===== config.mk =====
export PLATFORM = sky130hd
export DESIGN_NAME = mem_lsu_bus
export DESIGN_NICKNAME = d
export VERILOG_FILES = /design/src/rtl/mem_lsu_bus.sv
export SDC_FILE = /design/constraint.sdc
export NUM_CORES = 1
export LEC_CHECK = 0
export CAP_MARGIN = 20
export CORE_MARGIN = 1
export CORE_UTILIZATION = 37
export CTS_CLUSTER_DIAMETER = 200
export DETAILED_ROUTE_END_ITERATION = 12
export GPL_ROUTABILITY_DRIVEN = 0
export PLACE_DENSITY = 0.78
export SYNTH_ARGS = -nofsm -noshare
export SYNTH_HDL_FRONTEND = slang
export SYNTH_SLANG_ARGS = --single-unit
export TNS_END_PERCENT = 1

===== constraint.sdc =====
create_clock -name clk -period 1.75 [get_ports clk]
set_input_delay 0.2625 -clock clk [delete_from_list [all_inputs] [get_ports clk]]
set_output_delay 0.2625 -clock clk [all_outputs]
set_load 0.02 [all_outputs]

===== src/rtl/mem_lsu_bus.sv =====
// MEM-stage load/store unit: one outstanding big-endian bus access per op.
// Define LSU_TIMEOUT_EN to abort accesses after TIMEOUT_CYCLES without ack.
`timescale 1ns/1ps
module mem_lsu_bus #(
  parameter int unsigned TIMEOUT_CYCLES = 256,
  parameter int unsigned TMO_W = 9
) (
  input  logic        clk,
  input  logic        rst,
  input  logic [5:0]  stall,
  input  logic        flush,
  input  logic [4:0]  mem_wd,
  input  logic        mem_wreg,
  input  logic [31:0] mem_wdata,
  input  logic [7:0]  mem_aluop,
  input  logic [31:0] mem_mem_addr,
  input  logic [31:0] mem_reg2,
  output logic [4:0]  wd_o,
  output logic        wreg_o,
  output logic [31:0] wdata_o,
  output logic        stallreq_o,
  output logic        except_misalign_o,
  output logic        bus_err_o,
  output logic        bus_req_o,
  output logic        bus_we_o,
  output logic [31:0] bus_addr_o,
  output logic [3:0]  bus_sel_o,
  output logic [31:0] bus_wdata_o,
  input  logic        bus_ack_i,
  input  logic [31:0] bus_rdata_i
);

  localparam logic [7:0] OP_LB  = 8'hE0;
  localparam logic [7:0] OP_LBU = 8'hE4;
  localparam logic [7:0] OP_LH  = 8'hE1;
  localparam logic [7:0] OP_LHU = 8'hE5;
  localparam logic [7:0] OP_LW  = 8'hE3;
  localparam logic [7:0] OP_SB  = 8'hE8;
  localparam logic [7:0] OP_SH  = 8'hE9;
  localparam logic [7:0] OP_SW  = 8'hEB;

  localparam logic [1:0] SZ_B = 2'd0;
  localparam logic [1:0] SZ_H = 2'd1;
  localparam logic [1:0] SZ_W = 2'd2;

  typedef enum logic [1:0] {
    S_IDLE   = 2'd0,
    S_ACCESS = 2'd1,
    S_ABORT  = 2'd2,
    S_DONE   = 2'd3
  } state_e;

  if (TIMEOUT_CYCLES >= (1 << TMO_W)) begin : g_tmo_w_bad
    $error("TMO_W too narrow for TIMEOUT_CYCLES");
  end

  state_e      state_q, state_d;
  logic        bus_req_q, bus_req_d;
  logic        bus_we_q, bus_we_d;
  logic [31:0] bus_addr_q, bus_addr_d;
  logic [3:0]  bus_sel_q, bus_sel_d;
  logic [31:0] bus_wdata_q, bus_wdata_d;
  logic [31:0] load_q, load_d;
  logic        ld_q, ld_d;
  logic        sgn_q, sgn_d;
  logic [1:0]  size_q, size_d;
  logic [1:0]  off_q, off_d;

`ifdef LSU_TIMEOUT_EN
  localparam logic [TMO_W-1:0] TMO_LIM = TMO_W'(TIMEOUT_CYCLES);
  logic [TMO_W-1:0] tmo_q, tmo_d;
  logic             err_q, err_d;
  logic             tmo_hit;
  assign tmo_hit = (tmo_q + TMO_W'(1)) == TMO_LIM;
`endif

  logic       is_mem, is_load, is_sgn, mis;
  logic [1:0] size;
  logic [3:0]  sel_new;
  logic [31:0] wdata_new;
  logic [7:0]  byte_v;
  logic [15:0] half_v;
  logic [31:0] ext;
  logic        unused_stall;

  assign unused_stall = ^{stall[5], stall[3:0]};

  always_comb begin
    is_mem  = 1'b1;
    is_load = 1'b0;
    is_sgn  = 1'b0;
    size    = SZ_W;
    unique case (mem_aluop)
      OP_LB:  begin is_load = 1'b1; is_sgn = 1'b1; size = SZ_B; end
      OP_LBU: begin is_load = 1'b1; size = SZ_B; end
      OP_LH:  begin is_load = 1'b1; is_sgn = 1'b1; size = SZ_H; end
      OP_LHU: begin is_load = 1'b1; size = SZ_H; end
      OP_LW:  is_load = 1'b1;
      OP_SB:  size = SZ_B;
      OP_SH:  size = SZ_H;
      OP_SW:  size = SZ_W;
      default: is_mem = 1'b0;
    endcase
  end

  assign mis = is_mem &
    (((size == SZ_H) & mem_mem_addr[0]) |
     ((size == SZ_W) & (|mem_mem_addr[1:0])));

  // Lane 3 (data[31:24]) holds the lowest address byte.
  always_comb begin
    sel_new   = 4'b1111;
    wdata_new = mem_reg2;
    unique case (size)
      SZ_B: begin
        sel_new   = 4'b1000 >> mem_mem_addr[1:0];
        wdata_new = {4{mem_reg2[7:0]}};
      end
      SZ_H: begin
        sel_new   = mem_mem_addr[1] ? 4'b0011 : 4'b1100;
        wdata_new = {2{mem_reg2[15:0]}};
      end
      default: ;
    endcase
  end

  always_comb begin
    byte_v = bus_rdata_i[31:24];
    unique case (off_q)
      2'd1: byte_v = bus_rdata_i[23:16];
      2'd2: byte_v = bus_rdata_i[15:8];
      2'd3: byte_v = bus_rdata_i[7:0];
      default: ;
    endcase
    half_v = off_q[1] ? bus_rdata_i[15:0] : bus_rdata_i[31:16];
    ext = bus_rdata_i;
    unique case (size_q)
      SZ_B: ext = {{24{sgn_q & byte_v[7]}}, byte_v};
      SZ_H: ext = {{16{sgn_q & half_v[15]}}, half_v};
      default: ;
    endcase
  end

  always_comb begin
    state_d     = state_q;
    bus_req_d   = bus_req_q;
    bus_we_d    = bus_we_q;
    bus_addr_d  = bus_addr_q;
    bus_sel_d   = bus_sel_q;
    bus_wdata_d = bus_wdata_q;
    load_d      = load_q;
    ld_d        = ld_q;
    sgn_d       = sgn_q;
    size_d      = size_q;
    off_d       = off_q;
`ifdef LSU_TIMEOUT_EN
    tmo_d       = tmo_q;
    err_d       = err_q;
`endif
    wd_o              = '0;
    wreg_o            = 1'b0;
    wdata_o           = '0;
    stallreq_o        = 1'b0;
    except_misalign_o = mis;
    unique case (state_q)
      S_IDLE: begin
        wd_o = mem_wd;
        if (!is_mem) begin
          wreg_o  = mem_wreg;
          wdata_o = mem_wdata;
        end else if (!mis && !flush) begin
          stallreq_o  = 1'b1;
          state_d     = S_ACCESS;
          bus_req_d   = 1'b1;
          bus_we_d    = !is_load;
          bus_addr_d  = {mem_mem_addr[31:2], 2'b00};
          bus_sel_d   = sel_new;
          bus_wdata_d = wdata_new;
          ld_d        = is_load;
          sgn_d       = is_sgn;
          size_d      = size;
          off_d       = mem_mem_addr[1:0];
`ifdef LSU_TIMEOUT_EN
          tmo_d       = '0;
`endif
        end
      end
      S_ACCESS: begin
        stallreq_o = 1'b1;
        wd_o       = mem_wd;
        if (bus_ack_i) begin
          bus_req_d = 1'b0;
          if (flush) begin
            state_d = S_IDLE;
          end else begin
            state_d = S_DONE;
            if (ld_q) load_d = ext;
          end
        end else if (flush) begin
          state_d = S_ABORT;
`ifdef LSU_TIMEOUT_EN
          tmo_d   = '0;
`endif
        end
`ifdef LSU_TIMEOUT_EN
        else begin
          tmo_d = tmo_q + TMO_W'(1);
          if (tmo_hit) begin
            bus_req_d = 1'b0;
            state_d   = S_DONE;
            load_d    = '0;
            err_d     = 1'b1;
          end
        end
`endif
      end
      S_ABORT: begin
        stallreq_o = flush ? 1'b0 : is_mem;
        if (bus_ack_i) begin
          bus_req_d = 1'b0;
          state_d   = S_IDLE;
        end
`ifdef LSU_TIMEOUT_EN
        else begin
          tmo_d = tmo_q + TMO_W'(1);
          if (tmo_hit) begin
            bus_req_d = 1'b0;
            state_d   = S_IDLE;
          end
        end
`endif
      end
      S_DONE: begin
        wd_o    = mem_wd;
        wreg_o  = ld_q & mem_wreg;
        wdata_o = load_q;
        if (!stall[4] || flush) begin
          state_d = S_IDLE;
`ifdef LSU_TIMEOUT_EN
          err_d   = 1'b0;
`endif
        end
      end
      default: state_d = S_IDLE;
    endcase
    if (rst) begin
      wd_o              = '0;
      wreg_o            = 1'b0;
      wdata_o           = '0;
      stallreq_o        = 1'b0;
      except_misalign_o = 1'b0;
    end
  end

  always_ff @(posedge clk) begin
    if (rst) begin
      state_q     <= S_IDLE;
      bus_req_q   <= 1'b0;
      bus_we_q    <= 1'b0;
      bus_addr_q  <= '0;
      bus_sel_q   <= '0;
      bus_wdata_q <= '0;
      load_q      <= '0;
      ld_q        <= 1'b0;
      sgn_q       <= 1'b0;
      size_q      <= SZ_B;
      off_q       <= '0;
`ifdef LSU_TIMEOUT_EN
      tmo_q       <= '0;
      err_q       <= 1'b0;
`endif
    end else begin
      state_q     <= state_d;
      bus_req_q   <= bus_req_d;
      bus_we_q    <= bus_we_d;
      bus_addr_q  <= bus_addr_d;
      bus_sel_q   <= bus_sel_d;
      bus_wdata_q <= bus_wdata_d;
      load_q      <= load_d;
      ld_q        <= ld_d;
      sgn_q       <= sgn_d;
      size_q      <= size_d;
      off_q       <= off_d;
`ifdef LSU_TIMEOUT_EN
      tmo_q       <= tmo_d;
      err_q       <= err_d;
`endif
    end
  end

  assign bus_req_o   = bus_req_q;
  assign bus_we_o    = bus_we_q;
  assign bus_addr_o  = bus_addr_q;
  assign bus_sel_o   = bus_sel_q;
  assign bus_wdata_o = bus_wdata_q;

`ifdef LSU_TIMEOUT_EN
  assign bus_err_o = !rst && (state_q == S_DONE) && err_q;
`else
  assign bus_err_o = 1'b0;
`endif

endmodule


==> results.json, run 1 <==
{
  "status": "finished with violations",
  "violations": "setup timing",
  "ys_seq_elements": 108,
  "drv_cap": 0,
  "clkTransAtPathRegs_ns": 0.07,
  "clock.fmax_mhz": 472,
  "ys_warn_count": 0,
  "final_layout_size_suffix_gt1_frac": 0.273,
  "io_pins": 263,
  "synth-main-ff-cell": "dfxtp_1",
  "hold_depth": 4,
  "r2r-start": "state_q[0]$_SDFFE_PP0P_",
  "ctsHtreeMaxLevel": 3,
  "nets": 1124,
  "yosysUniqueCellTypes": 53,
  "rsz0062_at_grt": "yes",
  "dr.pass1.iters": 5,
  "crit_slowest_cell": "dfxtp_2",
  "avgRoutedWirePerCell_um": 17.5,
  "groute.usage.overall": 0.272,
  "syn_to_final_growth_pct": 82.1,
  "drtIter0Drc": 401,
  "synth_area_leaders": "dfxtp_1, nand2_1, nor2_1, a21oi_1, a22oi_1",
  "finalCriticalPeriod_ns": 2.12,
  "cts_buffers": 9,
  "cp-end-kind": "output pin",
  "max_slew_margin": 0.589,
  "synth_edf_count": 0,
  "use_met1": 0.308,
  "initial_core_util": 0.379,
  "crit_required_ns": 1.49,
  "holdCritPathClass": "in -> reg",
  "antenna_left": 0,
  "grt-busiest-layer": "met2",
  "yosysTopAreaCellShare": 0.411,
  "core.rowCount": 43,
  "setup_viol": 61,
  "clock-sinks": 108,
  "vias": 6259,
  "cts_tree": "built",
  "io_buffers": 254,
  "cts.path.max_buffers": 2,
  "grt_max_degree": 59,
  "core_mm2": 0.0139,
  "root_buffer": "clkbuf_16",
  "final_hold_viol_count": 0,
  "place_hpwl_um": 14200,
  "tns_ns": -14.09,
  "n_antenna_cell": 0,
  "total_power_mw": 5.81,
  "die_area_mm2": 0.0147,
  "powerDensity_mw_per_mm2": 606,
  "yosysMostFrequentCell": "nand2_1",
  "drc": 0,
  "fin_skew_ns": 0.0130,
  "period_share": 1.21,
  "cpMostUsedCell": "buf_6",
  "cpPeakStageDelay_ns": 0.34,
  "synth_top_area_cell": "dfxtp_1",
  "netlist_instances": 674,
  "ir_drop_mv": 0.536,
  "startpoint_type": "register",
  "grt_pass1_wl_um": 31100,
  "synth_area_mm2": 0.00526,
  "wl_um": 20200,
  "ys_seq_area_frac": 0.411,
  "fin_ws_ns": -0.367,
  "synth_common_cells": "nand2_1, dfxtp_1, nor2_1",
  "worst_pin_slew_ns": 0.616,
  "leakage_nw": 3.46,
  "place_ws_ns": -0.933,
  "grt.met2_usage": 0.477,
  "antenna_found_initial": 0,
  "grt_pass1_vias": 5995,
  "grt_overflow": 0,
  "worstHoldStart": "mem_aluop[2]",
  "reg2reg_depth": 10,
  "die_y_um": 121,
  "drv_slew": 0,
  "reg2reg_to": "bus_wdata_o[11]$_SDFFE_PP0P_",
  "cp_data_arrival_time_ns": 1.85,
  "gr-usage-met3": 0.0907,
  "r2r_slack_ns": -0.31,
  "num-fill-cells": 1068,
  "crit_type": "reg -> out",
  "die_x_um": 121,
  "clock_latency_ns": 0.36,
  "detail_route.vias_per_cell": 5.44,
  "hold_end": "sgn_q$_SDFFE_PP0P_",
  "ys_async_sr_fraction": 0,
  "crit_path_cell_trace": "inv_2 -> buf_6 -> ha_4 -> nor2b_4 -> buf_6 -> buf_16 -> a22oi_2 -> nor2_4 -> buf_6",
  "synth.avg_cell_area_um2": 7.81,
  "crit_fanout": 8
}
-- layer usage --
| layer | part of all wire | vias to the layer above | wire length (um) |
|---|---|---|---|
| li1 | - | 2992 | - |
| met1 | 0.39 | 2930 | 7780 |
| met2 | 0.49 | 295 | 9870 |
| met3 | 0.099 | 42 | 1990 |
| met4 | 0.026 | 0 | 534 |
| met5 | 0 | - | 0 |
-- where the power goes --
part           leakage (nW)  switching (mW)  internal, mW  total, mW
registers             0.871         0.00372          2.46       2.47
logic                  2.43           0.467         0.587       1.05
clock network         0.161           0.978          1.31       2.29
total                  3.46            1.45          4.36       5.81
-- registers in the layout, summed over array words and instances, names as in the netlist --
register and flops:
bus_req_o 1, bus_addr_o 30, state_q 2, bus_we_o 1
off_q 2, load_q 32, ld_q 1, bus_sel_o 4
sgn_q 1, size_q 2, bus_wdata_o 32
-- area by class of cell --
cell class / count / area, um2 / area share
repair buffers: 340 / 3400 / 0.355
flip-flops and latches: 108 / 2160 / 0.226
well taps: 180 / 225 / 0.0235
inverters: 7 / 28.8 / 0.00300
clock inverters: 6 / 96.3 / 0.0101
multi-input cells: 500 / 3420 / 0.357
clock buffers: 10 / 239 / 0.0249
-- critical path: cells and delay by family (launching register included) --
kind            cells  cell delay, ns
buf+inv             5            0.60
fa+ha+maj           1            0.16
simple gates        2            0.18
compound gates      1            0.21
flops               1            0.34
-- cells by family (layout without fill, tap and decap cells) --
| logic type | Yosys count | in the layout | share of synthesized area |
|---|---|---|---|
| simple gates | 276 | 276 | 0.224 |
| mux | 3 | 3 | 0.00832 |
| flops | 108 | 108 | 0.411 |
| buf+inv | 68 | 363 | 0.0559 |
| other cells | 1 | 3 | 0.000713 |
| fa+ha+maj | 6 | 6 | 0.0143 |
| compound gates | 212 | 212 | 0.286 |
-- layout by cell type (no fill, tap or decap), types with 5 or more instances in the layout --
cell type | Yosys | routed
o2bb2ai_1 | 8 | 8
dlygate4sd2_1 | 0 | 7
buf_12 | 0 | 7
nand2_1 | 147 | 145
nor2_1 | 91 | 58
clkbuf_16 | 0 | 9
buf_4 | 8 | 70
a211oi_1 | 28 | 10
and2_1 | 7 | 5
a22oi_1 | 40 | 9
a22oi_2 | 0 | 31
clkdlybuf4s50_1 | 0 | 205
inv_1 | 7 | 5
nor2_4 | 0 | 31
a222oi_1 | 8 | 8
a21oi_1 | 62 | 60
a22o_1 | 12 | 12
a311oi_1 | 15 | 13
a211oi_2 | 0 | 18
o22ai_1 | 6 | 6
dfxtp_1 | 108 | 106
a221oi_1 | 5 | 5
o21ai_0 | 8 | 7
buf_6 | 0 | 39
-- per-stage QoR --
stage          std cells  hold slack [ns]  utilization  instance area [um2]
2_1_floorplan        676            0.379            -                 5570
6_report            1151            0.297        0.690                 9580
3_5_place_dp        1127            0.444        0.627                 8710
5_1_grt             1151            0.324        0.690                 9580
4_1_cts             1151            0.413        0.683                 9480
3_3_place_gp        1127            0.438        0.627                 8710
-- worst max-delay path by stage --
stage	from	end	slack (ns)
final	state_q[0]$_SDFFE_PP0P_	wdata_o[14]	-0.37
after global routing	state_q[0]$_SDFFE_PP0P_	wdata_o[14]	-0.42
after CTS	state_q[0]$_SDFFE_PP0P_	wdata_o[23]	-0.35
after detailed placement	mem_aluop[2]	wdata_o[2]	-0.93
after global placement	mem_aluop[2]	stallreq_o	-0.86
after floorplan	mem_aluop[4]	stallreq_o	-0.11
-- repair_timing --
item | 4_1_cts | 5_1_grt
setup buffers | 5 | 0
setup endpoints to repair | 122 | 119
hold buffers | 0 | 0
pin swaps | 82 | 11
cloned | 3 | 0
resized for setup | 308 | 27
Power figures use the tool's default switching activity.
==> inputs of run 2 (changes only) <==
- PLACE_DENSITY: 0.78 -> 0.75
==> results.json, run 2 (synthesized netlist as in run 1, its figures left out) <==
{
  "multi_input_area_mm2": 0.00341,
  "core.rowCount": 43,
  "drv_cap": 0,
  "n_antenna_cell": 0,
  "grt_pass1_wl_um": 31600,
  "ctsHoldBuffers": 0,
  "r2r-start": "state_q[1]$_SDFFE_PP0P_",
  "die_area_mm2": 0.0147,
  "grt_overflow": 0,
  "rsz0062_at_grt": "yes",
  "drc": 0,
  "clock-sinks": 108,
  "drtIter0Drc": 328,
  "io_buffers": 254,
  "final_hold_viol_count": 0,
  "nets": 1128,
  "dr.pass1.iters": 5,
  "r2r_slack_ns": -0.12,
  "ctsHtreeMaxLevel": 3,
  "violations": "setup timing",
  "cp_data_arrival_time_ns": 1.77,
  "cts_buffers": 9,
  "avgRoutedWirePerCell_um": 17.6,
  "period_share": 1.16,
  "crit_start": "state_q[1]$_SDFFE_PP0P_",
  "status": "finished with violations",
  "grt_pass1_vias": 6144,
  "num-fill-cells": 1118,
  "place_hpwl_um": 14300,
  "crit_type": "reg -> out",
  "initial_core_util": 0.379,
  "fin_skew_ns": 0.00763,
  "max_slew_margin": 0.578,
  "cpPeakStageDelay_ns": 0.36,
  "groute.usage.overall": 0.277,
  "startpoint_type": "register",
  "ir_drop_mv": 0.433,
  "antenna_left": 0,
  "timing.hold.ws_ns": 0.315,
  "cts_tree": "built",
  "setup_viol": 51,
  "drv_slew": 0,
  "detail_route.vias_per_cell": 5.38,
  "clock_latency_ns": 0.35,
  "vias": 6214,
  "syn_to_final_growth_pct": 81.9,
  "utilization": 0.689,
  "powerDensity_mw_per_mm2": 589,
  "final_layout_size_suffix_gt1_frac": 0.268,
  "cts.path.max_buffers": 2,
  "crit_path_cell_trace": "inv_4 -> ha_4 -> nor2b_4 -> buf_12 -> buf_16 -> a22oi_2 -> nor2_4 -> buf_6",
  "post_dp_cell_area_mm2": 0.00878,
  "clkTransAtPathRegs_ns": 0.08,
  "io_pins": 263,
  "leakage_nw": 3.47,
  "final_cell_mix": "clkdlybuf4s50_1, nand2_1, dfxtp_1, buf_4, a21oi_1",
  "layout_commonest_cell": "clkdlybuf4s50_1",
  "core_mm2": 0.0139,
  "crit_slowest_cell": "dfxtp_2",
  "die_x_um": 121,
  "root_buffer": "clkbuf_16",
  "finalCriticalPeriod_ns": 2.03,
  "worst_pin_slew_ns": 0.628,
  "antenna_found_initial": 0,
  "crit_required_ns": 1.49,
  "grt_max_degree": 67,
  "worstHoldStart": "rst",
  "die_y_um": 121,
  "holdCritPathClass": "in -> reg",
  "wl_um": 20300,
  "crit_fanout": 8,
  "clock.fmax_mhz": 492,
  "fin_ws_ns": -0.283,
  "final_area_mm2": 0.00957,
  "regArea_mm2": 0.00216,
  "cp-end-kind": "output pin"
}
-- run 2: critical path: cells and delay by family, from the launching register on --
kind,cells,cell delay (ns)
buffers and inverters,4,0.47
AND/OR/NAND/NOR,2,0.20
AO/OA/AOI/OAI,1,0.21
flip-flops,1,0.36
adder cells (fa/ha/maj),1,0.17
-- run 2: per-stage QoR --
| step | TNS (ns) | instances | power (mW) | worst slack (ns) |
|---|---|---|---|---|
| floorplan | -3.08 | 676 | 2.90 | -0.113 |
| global placement | -87.94 | 1132 | 3.49 | -0.898 |
| detailed placement | -93.88 | 1132 | 3.50 | -0.970 |
| CTS | -9.96 | 1155 | 5.63 | -0.248 |
| global route | -13.74 | 1155 | 5.82 | -0.345 |
| finish | -8.94 | 1155 | 5.64 | -0.283 |
-- run 2: final timing paths --
path         depth (start not counted)                            to
max                                  8                    wdata_o[4]
min                                  3        bus_req_o$_SDFFE_PP0P_
max reg2reg                          9  bus_wdata_o[24]$_SDFFE_PP0P_
min reg2reg                          2   bus_wdata_o[4]$_SDFFE_PP0P_
-- run 2: what timing repair did --
| action | in CTS | in global routing |
|---|---|---|
| pin swaps | 64 | 7 |
| resized for setup | 292 | 32 |
| cloned | 3 | 0 |
| setup endpoints to repair | 135 | 140 |
| setup buffers | 5 | 0 |
-- run 2: metal layers --
layer	routed length (um)	GRT usage	part of all wire	vias to the layer above
met2	10300	0.510	0.51	241
met3	1620	0.0785	0.080	36
met5	0	0	0	-
met4	451	0.0910	0.022	0
li1	-	-	-	2992
met1	7990	0.303	0.39	2945
-- run 2: power breakdown --
group | internal (mW) | total, mW | switching [mW]
registers | 2.46 | 2.47 | 0.00375
clock network | 1.13 | 2.11 | 0.980
logic | 0.594 | 1.06 | 0.468
-- run 2: area by class of cell --
class	count	area share
Multi-Input combinational cell	500	0.356
Clock buffer	10	0.0239
Clock inverter	6	0.00745
Timing Repair Buffer	344	0.359
Tap cell	180	0.0235
Inverter	7	0.00327
Sequential cell	108	0.226
